$ cat src/rtl/proc_ctrl_fsm_if.sv
// Control-unit interface for the four-register processor.
// Groups the instruction fetch, flag input, and all datapath strobes
// between proc_ctrl_fsm (master) and the datapath/memories (slave).
//   instr       : instruction memory read data at pc (combinational read)
//   flags_in    : latched ALU flags, bit0 = Z, bit1 = C
//   pc, ir, opo : instruction address, instruction register, ir[7:4]
//   bus_sel     : BUS1 source (0-3 regs, 4 ALU, 5 RAM, 6 imm, 7 zero)
//   reg_we      : one-hot register write enable from BUS1
//   alu_a_ld, alu_op, flags_ld : ALU operand latch, function, flag load
//   ram_addr_ld, ram_we        : RAM address latch and write strobe
//   halted, state              : halt indicator and debug state
interface proc_ctrl_fsm_if;
  logic [7:0] instr;
  logic [7:0] flags_in;
  logic [7:0] pc;
  logic [7:0] ir;
  logic [3:0] opo;
  logic [2:0] bus_sel;
  logic [3:0] reg_we;
  logic       alu_a_ld;
  logic [3:0] alu_op;
  logic       flags_ld;
  logic       ram_addr_ld;
  logic       ram_we;
  logic       halted;
  logic [2:0] state;

  modport master (
    input  instr, flags_in,
    output pc, ir, opo, bus_sel, reg_we, alu_a_ld, alu_op, flags_ld,
           ram_addr_ld, ram_we, halted, state
  );

  modport slave (
    output instr, flags_in,
    input  pc, ir, opo, bus_sel, reg_we, alu_a_ld, alu_op, flags_ld,
           ram_addr_ld, ram_we, halted, state
  );
endinterface

$ cat src/rtl/proc_ctrl_fsm.sv
// Multi-cycle control unit for the 8-bit, four-register processor.
// Fetches from instruction memory, decodes the 4-bit opcode and sequences
// BUS1, register write enables, the ALU operand latch and RAM strobes.
// Ports:
//   clk  : system clock, rising edge
//   rst  : asynchronous active-high reset
//   bus  : proc_ctrl_fsm_if.master (instr/flags_in in, all strobes out)
// Parameter:
//   RESET_PC : pc value loaded on reset
module proc_ctrl_fsm #(
  parameter logic [7:0] RESET_PC = 8'h00
) (
  input  logic            clk,
  input  logic            rst,
  proc_ctrl_fsm_if.master bus
);

  typedef enum logic [2:0] {
    S_FETCH  = 3'd0,
    S_DECODE = 3'd1,
    S_EXA    = 3'd2,
    S_EXB    = 3'd3,
    S_WB     = 3'd4,
    S_IMM    = 3'd5,
    S_MEM    = 3'd6,
    S_HALT   = 3'd7
  } state_t;

  state_t     state_q;
  logic       phase_q;
  logic [7:0] pc_q;
  logic [7:0] ir_q;
  logic       halted_q;

  logic [3:0] op;
  logic [1:0] rd;
  logic [1:0] rs;
  logic [3:0] rd_oh;
  logic [7:0] pc_inc;
  logic       unused_flags;

  assign op     = ir_q[7:4];
  assign rd     = ir_q[3:2];
  assign rs     = ir_q[1:0];
  assign rd_oh  = 4'b0001 << rd;
  assign pc_inc = pc_q + 8'd1;
  assign unused_flags = ^bus.flags_in[7:2];

  always_ff @(posedge clk or posedge rst) begin
    if (rst) begin
      state_q  <= S_FETCH;
      phase_q  <= 1'b0;
      pc_q     <= RESET_PC;
      ir_q     <= '0;
      halted_q <= 1'b0;
    end else begin
      case (state_q)
        S_FETCH: begin
          ir_q    <= bus.instr;
          pc_q    <= pc_inc;
          state_q <= S_DECODE;
        end
        S_DECODE: begin
          case (op)
            4'h0, 4'hE:                      state_q <= S_FETCH;
            4'h1:                            state_q <= S_WB;
            4'h2, 4'h3, 4'h4, 4'h5, 4'h6, 4'h7: state_q <= S_EXA;
            4'h8, 4'hB, 4'hC, 4'hD:          state_q <= S_IMM;
            4'h9, 4'hA:                      state_q <= S_MEM;
            default: begin
              state_q  <= S_HALT;
              halted_q <= 1'b1;
            end
          endcase
        end
        S_EXA: state_q <= S_EXB;
        S_EXB: state_q <= S_WB;
        S_WB:  state_q <= S_FETCH;
        S_IMM: begin
          // pc already points at the immediate byte; skip it unless a jump is taken
          case (op)
            4'hB:    pc_q <= bus.instr;
            4'hC:    pc_q <= bus.flags_in[0] ? bus.instr : pc_inc;
            4'hD:    pc_q <= bus.flags_in[1] ? bus.instr : pc_inc;
            default: pc_q <= pc_inc;
          endcase
          state_q <= S_FETCH;
        end
        S_MEM: begin
          if (!phase_q) begin
            phase_q <= 1'b1;
          end else begin
            phase_q <= 1'b0;
            state_q <= S_FETCH;
          end
        end
        default: state_q <= S_HALT;
      endcase
    end
  end

  // Strobes decoded from state, phase and ir; only one write source per state
  always_comb begin
    bus.bus_sel     = 3'd7;
    bus.reg_we      = '0;
    bus.alu_a_ld    = 1'b0;
    bus.alu_op      = '0;
    bus.flags_ld    = 1'b0;
    bus.ram_addr_ld = 1'b0;
    bus.ram_we      = 1'b0;
    case (state_q)
      S_EXA: begin
        bus.bus_sel  = {1'b0, rd};
        bus.alu_a_ld = 1'b1;
      end
      S_EXB: begin
        bus.bus_sel  = {1'b0, rs};
        bus.alu_op   = op;
        bus.flags_ld = 1'b1;
      end
      S_WB: begin
        bus.reg_we = rd_oh;
        if (op == 4'h1) begin
          bus.bus_sel = {1'b0, rs};
        end else begin
          bus.bus_sel = 3'd4;
          bus.alu_op  = op;
        end
      end
      S_IMM: begin
        bus.bus_sel = 3'd6;
        if (op == 4'h8) bus.reg_we = rd_oh;
      end
      S_MEM: begin
        if (!phase_q) begin
          bus.bus_sel     = {1'b0, rs};
          bus.ram_addr_ld = 1'b1;
        end else if (op == 4'h9) begin
          bus.bus_sel = 3'd5;
          bus.reg_we  = rd_oh;
        end else begin
          bus.bus_sel = {1'b0, rd};
          bus.ram_we  = 1'b1;
        end
      end
      default: ;
    endcase
  end

  assign bus.pc     = pc_q;
  assign bus.ir     = ir_q;
  assign bus.opo    = ir_q[7:4];
  assign bus.halted = halted_q;
  assign bus.state  = state_q;

endmodule

$ cat src/flat_wrapper.sv
// flat-port wrapper written by rule: the top's interface ports become plain ports
module proc_ctrl_fsm_flat 
#(
  parameter logic [7:0] RESET_PC = 8'h00
)
  (clk, rst, bus_instr, bus_flags_in, bus_pc, bus_ir, bus_opo, bus_bus_sel, bus_reg_we, bus_alu_a_ld, bus_alu_op, bus_flags_ld, bus_ram_addr_ld, bus_ram_we, bus_halted, bus_state);
  proc_ctrl_fsm_if bus_i ();
  input  logic clk;
  input  logic rst;
  input wire logic [$bits(bus_i.instr)-1:0] bus_instr;
  input wire logic [$bits(bus_i.flags_in)-1:0] bus_flags_in;
  output wire logic [$bits(bus_i.pc)-1:0] bus_pc;
  output wire logic [$bits(bus_i.ir)-1:0] bus_ir;
  output wire logic [$bits(bus_i.opo)-1:0] bus_opo;
  output wire logic [$bits(bus_i.bus_sel)-1:0] bus_bus_sel;
  output wire logic [$bits(bus_i.reg_we)-1:0] bus_reg_we;
  output wire logic [$bits(bus_i.alu_a_ld)-1:0] bus_alu_a_ld;
  output wire logic [$bits(bus_i.alu_op)-1:0] bus_alu_op;
  output wire logic [$bits(bus_i.flags_ld)-1:0] bus_flags_ld;
  output wire logic [$bits(bus_i.ram_addr_ld)-1:0] bus_ram_addr_ld;
  output wire logic [$bits(bus_i.ram_we)-1:0] bus_ram_we;
  output wire logic [$bits(bus_i.halted)-1:0] bus_halted;
  output wire logic [$bits(bus_i.state)-1:0] bus_state;
  assign bus_i.instr = bus_instr;
  assign bus_i.flags_in = bus_flags_in;
  assign bus_pc = bus_i.pc;
  assign bus_ir = bus_i.ir;
  assign bus_opo = bus_i.opo;
  assign bus_bus_sel = bus_i.bus_sel;
  assign bus_reg_we = bus_i.reg_we;
  assign bus_alu_a_ld = bus_i.alu_a_ld;
  assign bus_alu_op = bus_i.alu_op;
  assign bus_flags_ld = bus_i.flags_ld;
  assign bus_ram_addr_ld = bus_i.ram_addr_ld;
  assign bus_ram_we = bus_i.ram_we;
  assign bus_halted = bus_i.halted;
  assign bus_state = bus_i.state;
  proc_ctrl_fsm #(.RESET_PC(RESET_PC)) u_core (.clk(clk), .rst(rst), .bus(bus_i));
endmodule
$ cat config.mk
export PLATFORM = sky130hd
export DESIGN_NAME = proc_ctrl_fsm_flat
export DESIGN_NICKNAME = d
export VERILOG_FILES = /design/src/rtl/proc_ctrl_fsm_if.sv /design/src/rtl/proc_ctrl_fsm.sv /design/src/flat_wrapper.sv
export SDC_FILE = /design/constraint.sdc
export NUM_CORES = 1
export LEC_CHECK = 0
export CAP_MARGIN = 20
export CORE_MARGIN = 5
export CORE_UTILIZATION = 47
export CTS_CLUSTER_SIZE = 28
export DETAILED_ROUTE_END_ITERATION = 8
export GPL_ROUTABILITY_DRIVEN = 0
export MAX_ROUTING_LAYER = met4
export PLACE_DENSITY_LB_ADDON = 0.25
export SLEW_MARGIN = 20
export SYNTH_ARGS = -nofsm -noshare
export SYNTH_HDL_FRONTEND = slang
export SYNTH_SLANG_ARGS = --single-unit
$ cat constraint.sdc
create_clock -name clk -period 2.7 [get_ports clk]
set_input_delay 0.54 -clock clk [delete_from_list [all_inputs] [get_ports clk]]
set_output_delay 0.54 -clock clk [all_outputs]
set_load 0.01 [all_outputs]
## Yosys cells after proc, flatten, opt, wreduce, memory -nomap -nowiden

Index checks and enable logic that the tools add are counted.

- Output and inout port bits: 39
- Input bits: 18
- Bits in registers: 21
- Logic and storage cells: 63

- Muxes and demuxes: 24
- Add/sub/neg operators: 1
- Eq/ne operators: 21
- Bitwise logic cells: 1
- Shifts and indexed selects: 1
- Reduce and logical (&&, ||, !) cells: 10

Operators with widths:

| kind | number |
|---|---|
| $pmux W3 S5 | 2 |
| $eq A4 B4 Y1 const B | 7 |
| $pmux W8 S3 | 1 |
| $pmux W3 S6 | 1 |
| $eq A4 B3 Y1 const B | 4 |
| $mux W4 | 4 |
| $mux W8 | 2 |
| $pmux W8 S2 | 1 |
| $reduce_or A15 Y1 | 1 |
| $mux W3 | 4 |
| $pmux W4 S3 | 1 |
| $eq A3 B3 Y1 const B | 3 |
| $add A8 B1 Y8 const B | 1 |
| $eq A4 B2 Y1 const B | 2 |
| $pmux W4 S2 | 1 |
| $mux W1 | 7 |
| $eq A3 B2 Y1 const B | 2 |
| $reduce_or A2 Y1 | 3 |
| $reduce_or A6 Y1 | 1 |
| $eq A4 B1 Y1 const B | 1 |
| $logic_not A4 Y1 | 1 |
| $reduce_or A4 Y1 | 1 |
| $shl A1 B2 Y4 const A | 1 |
| $eq A3 B1 Y1 const B | 1 |
| 5 further kinds | 5 |

## Longest topological paths before layout

Gate-level depths: netlist of run 1.

- Depth after elaboration: 4
- Mapped depth: 6
- Depth with buffers taken out: 5

## Worst setup path before layout of run 1

No wires, ideal clock.

- Path type: register -> output
- Start: register u_core.ir_q[6] (netlist: u_core.bus.ir[6])
- End: output port bus_reg_we[0]
- Path buffers: 1
- Stages on the path, launching flop included: 6
- Data arrival time: 1,567 ps
- Path slack: 593 ps
- Required time: 2,160 ps
- Cells stage by stage: dfrtp_1 > buf_4 > and4bb_1 > a21oi_1 > o22a_1 > nor4_1

- Word-level cells in the longest chain between the ends: 4
- Elaborated cells between the ends (all ways): 6
- Classes of those cells: eq/ne (2); mux (4)

RTL lines:

| element | line | RTL |
|---|---|---|
| start, declared | proc_ctrl_fsm.sv:32 | `logic [7:0] ir_q;` |
| start signal, assigned | proc_ctrl_fsm.sv:59 | `ir_q <= bus.instr;` |
| $eq A4 B4 Y1 | proc_ctrl_fsm.sv:138 | `end else if (op == 4'h9) begin` |
| $mux W4 | proc_ctrl_fsm.sv:138 |  |
| $mux W4 | proc_ctrl_fsm.sv:135 | `if (!phase_q) begin` |
| $pmux W4 S3 * | proc_ctrl_fsm.sv:111 | `case (state_q)` |
| end, declared | flat_wrapper.sv:16 | `output wire logic [$bits(bus_i.reg_we)-1:0] bus_reg_we;` |

Every way passes the cells marked *; elsewhere a longest branch is shown, timed or not.

## Final worst setup path of run 1

- Start: register u_core.state_q[0] (netlist: u_core.bus.state[0])
- End: output port bus_bus_sel[1]

- Word-level cells in the longest chain between the ends: 2
- Elaborated cells between the ends (all ways): 6
- Classes of those cells: eq/ne (5); mux (1)

RTL lines:

| element | line | RTL |
|---|---|---|
| start, declared | proc_ctrl_fsm.sv:29 | `state_t state_q;` |
| start signal, assigned | proc_ctrl_fsm.sv:51 | `state_q <= S_FETCH;` |
| start signal, assigned | proc_ctrl_fsm.sv:61 | `state_q <= S_DECODE;` |
| start signal, assigned | proc_ctrl_fsm.sv:65 | `4'h0, 4'hE: state_q <= S_FETCH;` |
| $eq A3 B3 Y1 / $eq A3 B2 Y1 (equally long branches) | proc_ctrl_fsm.sv:111 |  |
| $pmux W3 S5 * | proc_ctrl_fsm.sv:111 |  |
| end, declared | flat_wrapper.sv:15 | `output wire logic [$bits(bus_i.bus_sel)-1:0] bus_bus_sel;` |

Marks and branches as above.

==> impl_metrics.json, run 1 <==
{
  "finalCriticalPeriod_ns": 2.66,
  "maxSlewViolCount": 0,
  "critPathKind": "reg2out",
  "die_w_um": 65.7,
  "place_area_mm2": 0.00197,
  "finalNetCount": 247,
  "io_pins": 57,
  "whs_path_depth": 1,
  "path_buf_inv": 2,
  "cts_buffers": 3,
  "synth.distinct_cells": 48,
  "core_mm2": 0.00300,
  "grt_pass1_vias": 1451,
  "crit_chain": "buf_4 > nor3_1 > o21ai_0 > o2111ai_1 > clkdlybuf4s50_1",
  "antenna_found_initial": 0,
  "clock_latency_ns": 0.32,
  "grt_pass1_wl_um": 6710,
  "synth_area_mm2": 0.00146,
  "synth_flop_cell": "dfrtp_1",
  "die_h_um": 65.7,
  "drt-total-wl_um": 4210,
  "critPathLaunchType": "register",
  "post-place-cells": 245,
  "routedWlPerCell_um": 16.2,
  "htreeDepth": 1,
  "cts_sinks": 21,
  "overflow": 0,
  "rsz0062_at_grt": "yes",
  "layout_setup_ws_ns": 0.0398,
  "power_density_mw_per_mm2": 1280,
  "worstHoldStart": "u_core.bus.halted",
  "status": "complete, no violations",
  "max_freq_ghz": 0.376,
  "r2r_start": "u_core.bus.state[0]",
  "start_util": 0.486,
  "setup_viol": 0,
  "mostFrequentLayoutCells": "clkdlybuf4s50_1, buf_4, nand2_1, o21ai_0, dfrtp_1",
  "drt_iter0_markers": 106,
  "slew_headroom": 0.430,
  "peakVddDrop_mv": 0.540,
  "cts_root_buf": "clkbuf_4",
  "firstDrtPassIters": 4,
  "synth_seq_cells": 21,
  "syn_nets": 189,
  "clk_pin_slew_ns": 0.12,
  "r2r_slack_ns": 0.81,
  "clock_path_buffers": 2,
  "path_delay_family": "buffers and inverters",
  "slowest_delay_ns": 0.57,
  "ys_warn_count": 0,
  "die_area_mm2": 0.00432,
  "worst_hold_slack_ns": 0.480,
  "worstRegToRegCells": 4,
  "routed_via_density": 5.84,
  "cts_tree": "built",
  "synth-edff-count": 0,
  "mostFrequentLayoutCell": "clkdlybuf4s50_1",
  "layout-drive-gt1-share": 0.189,
  "grt_usage": 0.204,
  "maxCapViolations": 0,
  "crit_cells": 5,
  "route.detailed.drc": 0,
  "p_leak_nw": 0.868,
  "syn2layout_area_growth_pct": 45.1,
  "tns_ns": 0,
  "avgSynthCellArea_um2": 8.58,
  "hold_viol": 0,
  "cp.arrival_ns": 2.12,
  "pre_cts_slack_ns": 0.134,
  "n_antenna_cell": 0,
  "grt_max_degree": 22,
  "rows": 20,
  "hold_path_class": "reg2reg",
  "io_buffers": 50,
  "totalPowerFinal_mw": 2.71,
  "worstSetupEndpointType": "output port",
  "layoutNonFillerInstCount": 260,
  "hpwlAfterDp_um": 3010,
  "vias": 1519,
  "hold_path_end": "u_core.bus.halted",
  "final_area_mm2": 0.00212,
  "critPathRequiredTime_ns": 2.16,
  "cts_hold_buf": 0,
  "synthCells": 170,
  "skew_ns": 0.0101,
  "tightest_slew_ns": 0.853,
  "yosysSeqAreaShare": 0.360,
  "layout_worst_path_cycle_share": 0.985,
  "critical_path.slowest_cell": "clkdlybuf4s50_1",
  "synth-async-reset-ratio": 1.00,
  "cp_max_fo": 8,
  "fin_util": 0.705,
  "timing.rr.end": "u_core.bus.ir[1]",
  "ant_nets": 0
}
-- worst register-to-register path, stage by stage, from the launching register on --
cell     delay [ns]
dfrtp_2        0.49
buf_4          0.18
nor3_1         0.55
buf_4          0.26
mux2_2         0.33
-- cell type report --
cell class	count	area, um2
flip-flops and latches	21	533
clock inverters	1	5.00
clock buffers	3	22.5
fillers	251	886
inverters	12	45.0
repair buffers	70	651
multi-input cells	120	820
well taps	33	41.3
-- what timing repair did --
| action | in CTS | in global routing |
|---|---|---|
| endpoints found under the hold margin | 0 | 0 |
| pin swaps | 0 | 1 |
| gates cloned | 0 | 0 |
| setup buffers | 2 | 9 |
| gates resized for setup | 11 | 8 |
| endpoints found under the setup margin | 9 | 6 |
-- sequential cells by signal (all words and copies together) (netlist names) --
signal / flops
u_core.bus.ir: 8
u_core.bus.pc: 8
u_core.bus.state: 3
u_core.bus.halted: 1
u_core.phase_q: 1
-- synth_stat cells, drive strengths merged (4+ instances only) --
library cell | count | share of area
a21oi | 6 | 0.021
a22oi | 5 | 0.026
and2 | 4 | 0.017
buf | 13 | 0.059
clkbuf | 4 | 0.010
dfrtp | 21 | 0.36
inv | 12 | 0.031
mux2 | 4 | 0.031
mux2i | 4 | 0.027
nand2 | 15 | 0.039
nand3 | 6 | 0.021
nor2 | 7 | 0.018
nor2b | 5 | 0.021
nor3 | 5 | 0.017
nor4 | 6 | 0.030
o21ai | 16 | 0.055
-- how the worst max path moves through the flow --
stage	slack, ns	end	startpoint
2_1_floorplan	0.59	bus_reg_we[0]	u_core.bus.ir[6]
6_report	0.04	bus_bus_sel[1]	u_core.bus.state[0]
4_1_cts	0.007	bus_bus_sel[1]	u_core.bus.state[0]
3_5_place_dp	0.13	bus_bus_sel[0]	u_core.bus.state[1]
5_1_grt	-0.02	bus_bus_sel[1]	u_core.bus.state[0]
3_3_place_gp	0.24	bus_reg_we[2]	u_core.bus.ir[6]
-- cells by family after synthesis --
logic type / count (synthesis) / synth area share
xor gates and xnor gates: 2 / 0.0120
muxes: 8 / 0.0583
adders and majority gates: 1 / 0.00857
buffers and inverters: 29 / 0.100
and+or+nand+nor: 63 / 0.244
AOI/OAI and AO/OA: 46 / 0.216
DFF: 21 / 0.360
-- report_power, final --
group | switching [mW] | leakage (nW) | internal [mW]
Clock | 0.108 | 0.0177 | 0.0554
Combinational | 0.873 | 0.616 | 0.972
Sequential | 0.221 | 0.234 | 0.481
Total | 1.20 | 0.868 | 1.51
-- routing by layer --
metal / share of wire / global-route usage / up-vias
met4: 0.014 / 0.0596 / 0
met5: 0 / - / -
li1: - / - / 725
met1: 0.41 / 0.234 / 744
met2: 0.53 / 0.365 / 43
met3: 0.048 / 0.0325 / 7
Power figures use the tool's default switching activity.
==> run 2: changes to the inputs <==
Settings changed: CORE_UTILIZATION 47 to 25.
Clock period 2.7 ns to 2.6 ns, I/O delays scaled along.
==> impl_metrics.json, run 2 (synthesis gave the netlist of run 1 again) <==
{
  "status": "complete, no violations",
  "tightest_slew_ns": 0.560,
  "n_antenna_cell": 0,
  "power_density_mw_per_mm2": 1300,
  "critPathRequiredTime_ns": 2.08,
  "routedWlPerCell_um": 14.5,
  "slew_headroom": 0.624,
  "clk_pin_slew_ns": 0.08,
  "timing.rr.end": "u_core.bus.pc[5]",
  "cts_root_buf": "clkbuf_8",
  "firstDrtPassIters": 4,
  "hpwlAfterDp_um": 3180,
  "ant_nets": 0,
  "critPathLaunchType": "register",
  "worstRegToRegCells": 5,
  "vias": 1446,
  "maxSlewViolCount": 0,
  "die_area_mm2": 0.00746,
  "worstSetupEndpointType": "output port",
  "max_freq_ghz": 0.396,
  "r2r_slack_ns": 0.75,
  "cts_buffers": 3,
  "rows": 27,
  "totalPowerFinal_mw": 2.80,
  "die_w_um": 86.4,
  "die_h_um": 86.4,
  "layout_worst_path_cycle_share": 0.972,
  "hold_path_class": "reg2reg",
  "start_util": 0.262,
  "rsz0062_at_grt": "yes",
  "p_leak_nw": 0.870,
  "multi_input_area_um2": 811,
  "clock_latency_ns": 0.27,
  "crit_end": "bus_alu_op[3]",
  "cp_max_fo": 20,
  "grt_pass1_wl_um": 6770,
  "io_buffers": 50,
  "syn2layout_area_growth_pct": 47.4,
  "hold_viol": 0,
  "grt_usage": 0.117,
  "peakVddDrop_mv": 0.521,
  "drt_iter0_markers": 75,
  "maxCapViolations": 0,
  "finalNetCount": 244,
  "pre_cts_slack_ns": 0.187,
  "route.detailed.drc": 0,
  "worstHoldStart": "u_core.bus.halted",
  "clock_path_buffers": 2,
  "mostFrequentLayoutCells": "clkdlybuf4s50_1, dfrtp_1, buf_4",
  "overflow": 0,
  "grt_pass1_vias": 1362,
  "cts_setup_buffers": 0,
  "seq_area_um2": 526,
  "cp.arrival_ns": 2.01,
  "routed_via_density": 4.89,
  "finalCriticalPeriod_ns": 2.53,
  "grt_max_degree": 22,
  "io_pins": 57,
  "cts_tree": "built",
  "antenna_found_initial": 0,
  "fill_cells": 577,
  "cp-startpoint": "u_core.bus.state[0]",
  "layout-drive-gt1-share": 0.161,
  "critPathKind": "reg2out",
  "mostFrequentLayoutCell": "clkdlybuf4s50_1",
  "skew_ns": 0.00298,
  "htreeDepth": 1,
  "core_mm2": 0.00557,
  "r2r_start": "u_core.bus.state[1]",
  "cts_sinks": 21,
  "setup_viol": 0,
  "layout_setup_ws_ns": 0.0740,
  "drt-total-wl_um": 4290
}
==> run 2: changes by cell type in the layout (fill, tap and decap cells not counted), moves of 2 or more <==
cell,delta
dfrtp_1,+6
dfrtp_2,-6
buf_4,-3
clkbuf_4,-3
clkbuf_8,+3
nor4_4,-2
==> run 2: how the worst min path moves through the flow <==
stage | slack (ns) | depth (start not counted) | to
CTS | 0.49 | 1 | u_core.bus.halted
floorplan | 0.50 | 1 | u_core.bus.halted
finish | 0.49 | 1 | u_core.bus.halted
detailed placement | 0.46 | 1 | u_core.bus.halted
global route | 0.52 | 1 | u_core.bus.halted
global placement | 0.47 | 1 | u_core.bus.halted
==> run 2: repair_timing <==
item	CTS	global route
hold buffers	0	0
setup endpoints to repair	9	7
resized for setup	9	6
cloned	0	0
pin swaps	1	0
==> run 2: final cells by class <==
class	instances	area share
repair buffers	67	0.293
clock inverters	1	0.00349
multi-input cells	120	0.377
flip-flops and latches	21	0.244
clock buffers	3	0.0192
inverters	12	0.0209
well taps	72	0.0419
==> run 2: where the power goes <==
part | leakage (nW) | switching [mW] | total [mW] | internal, mW
logic | 0.608 | 0.924 | 1.90 | 0.973
registers | 0.240 | 0.183 | 0.674 | 0.492
clock network | 0.0217 | 0.125 | 0.234 | 0.109
total | 0.870 | 1.23 | 2.80 | 1.57
==> run 2: worst max-delay path: stages (launching register included) <==
cell and delay [ns]:
dfrtp_1 0.39, buf_6 0.16, nor2b_2 0.17, and2_1 0.18, a21oi_1 0.24, nor2b_1 0.09
clkdlybuf4s50_1 0.49
==> run 2: stage by stage <==
stage / cell area [um2] / util / std cells / hold WS, ns / TNS (ns)
after global routing: 2150 / 0.386 / 296 / 0.522 / -0.201
after CTS: 2130 / 0.382 / 296 / 0.492 / 0
after global placement: 2080 / 0.372 / 292 / 0.470 / 0
final: 2150 / 0.386 / 296 / 0.487 / 0
after detailed placement: 2080 / 0.372 / 292 / 0.458 / 0
after floorplan: 1460 / - / 170 / 0.497 / 0
==> run 2: layer usage <==
metal,global-route usage,up-vias,share of wire
met3,0.0238,5,0.052
li1,-,722,-
met2,0.173,42,0.45
met5,-,-,0
met1,0.157,677,0.48
met4,0.0467,0,0.017
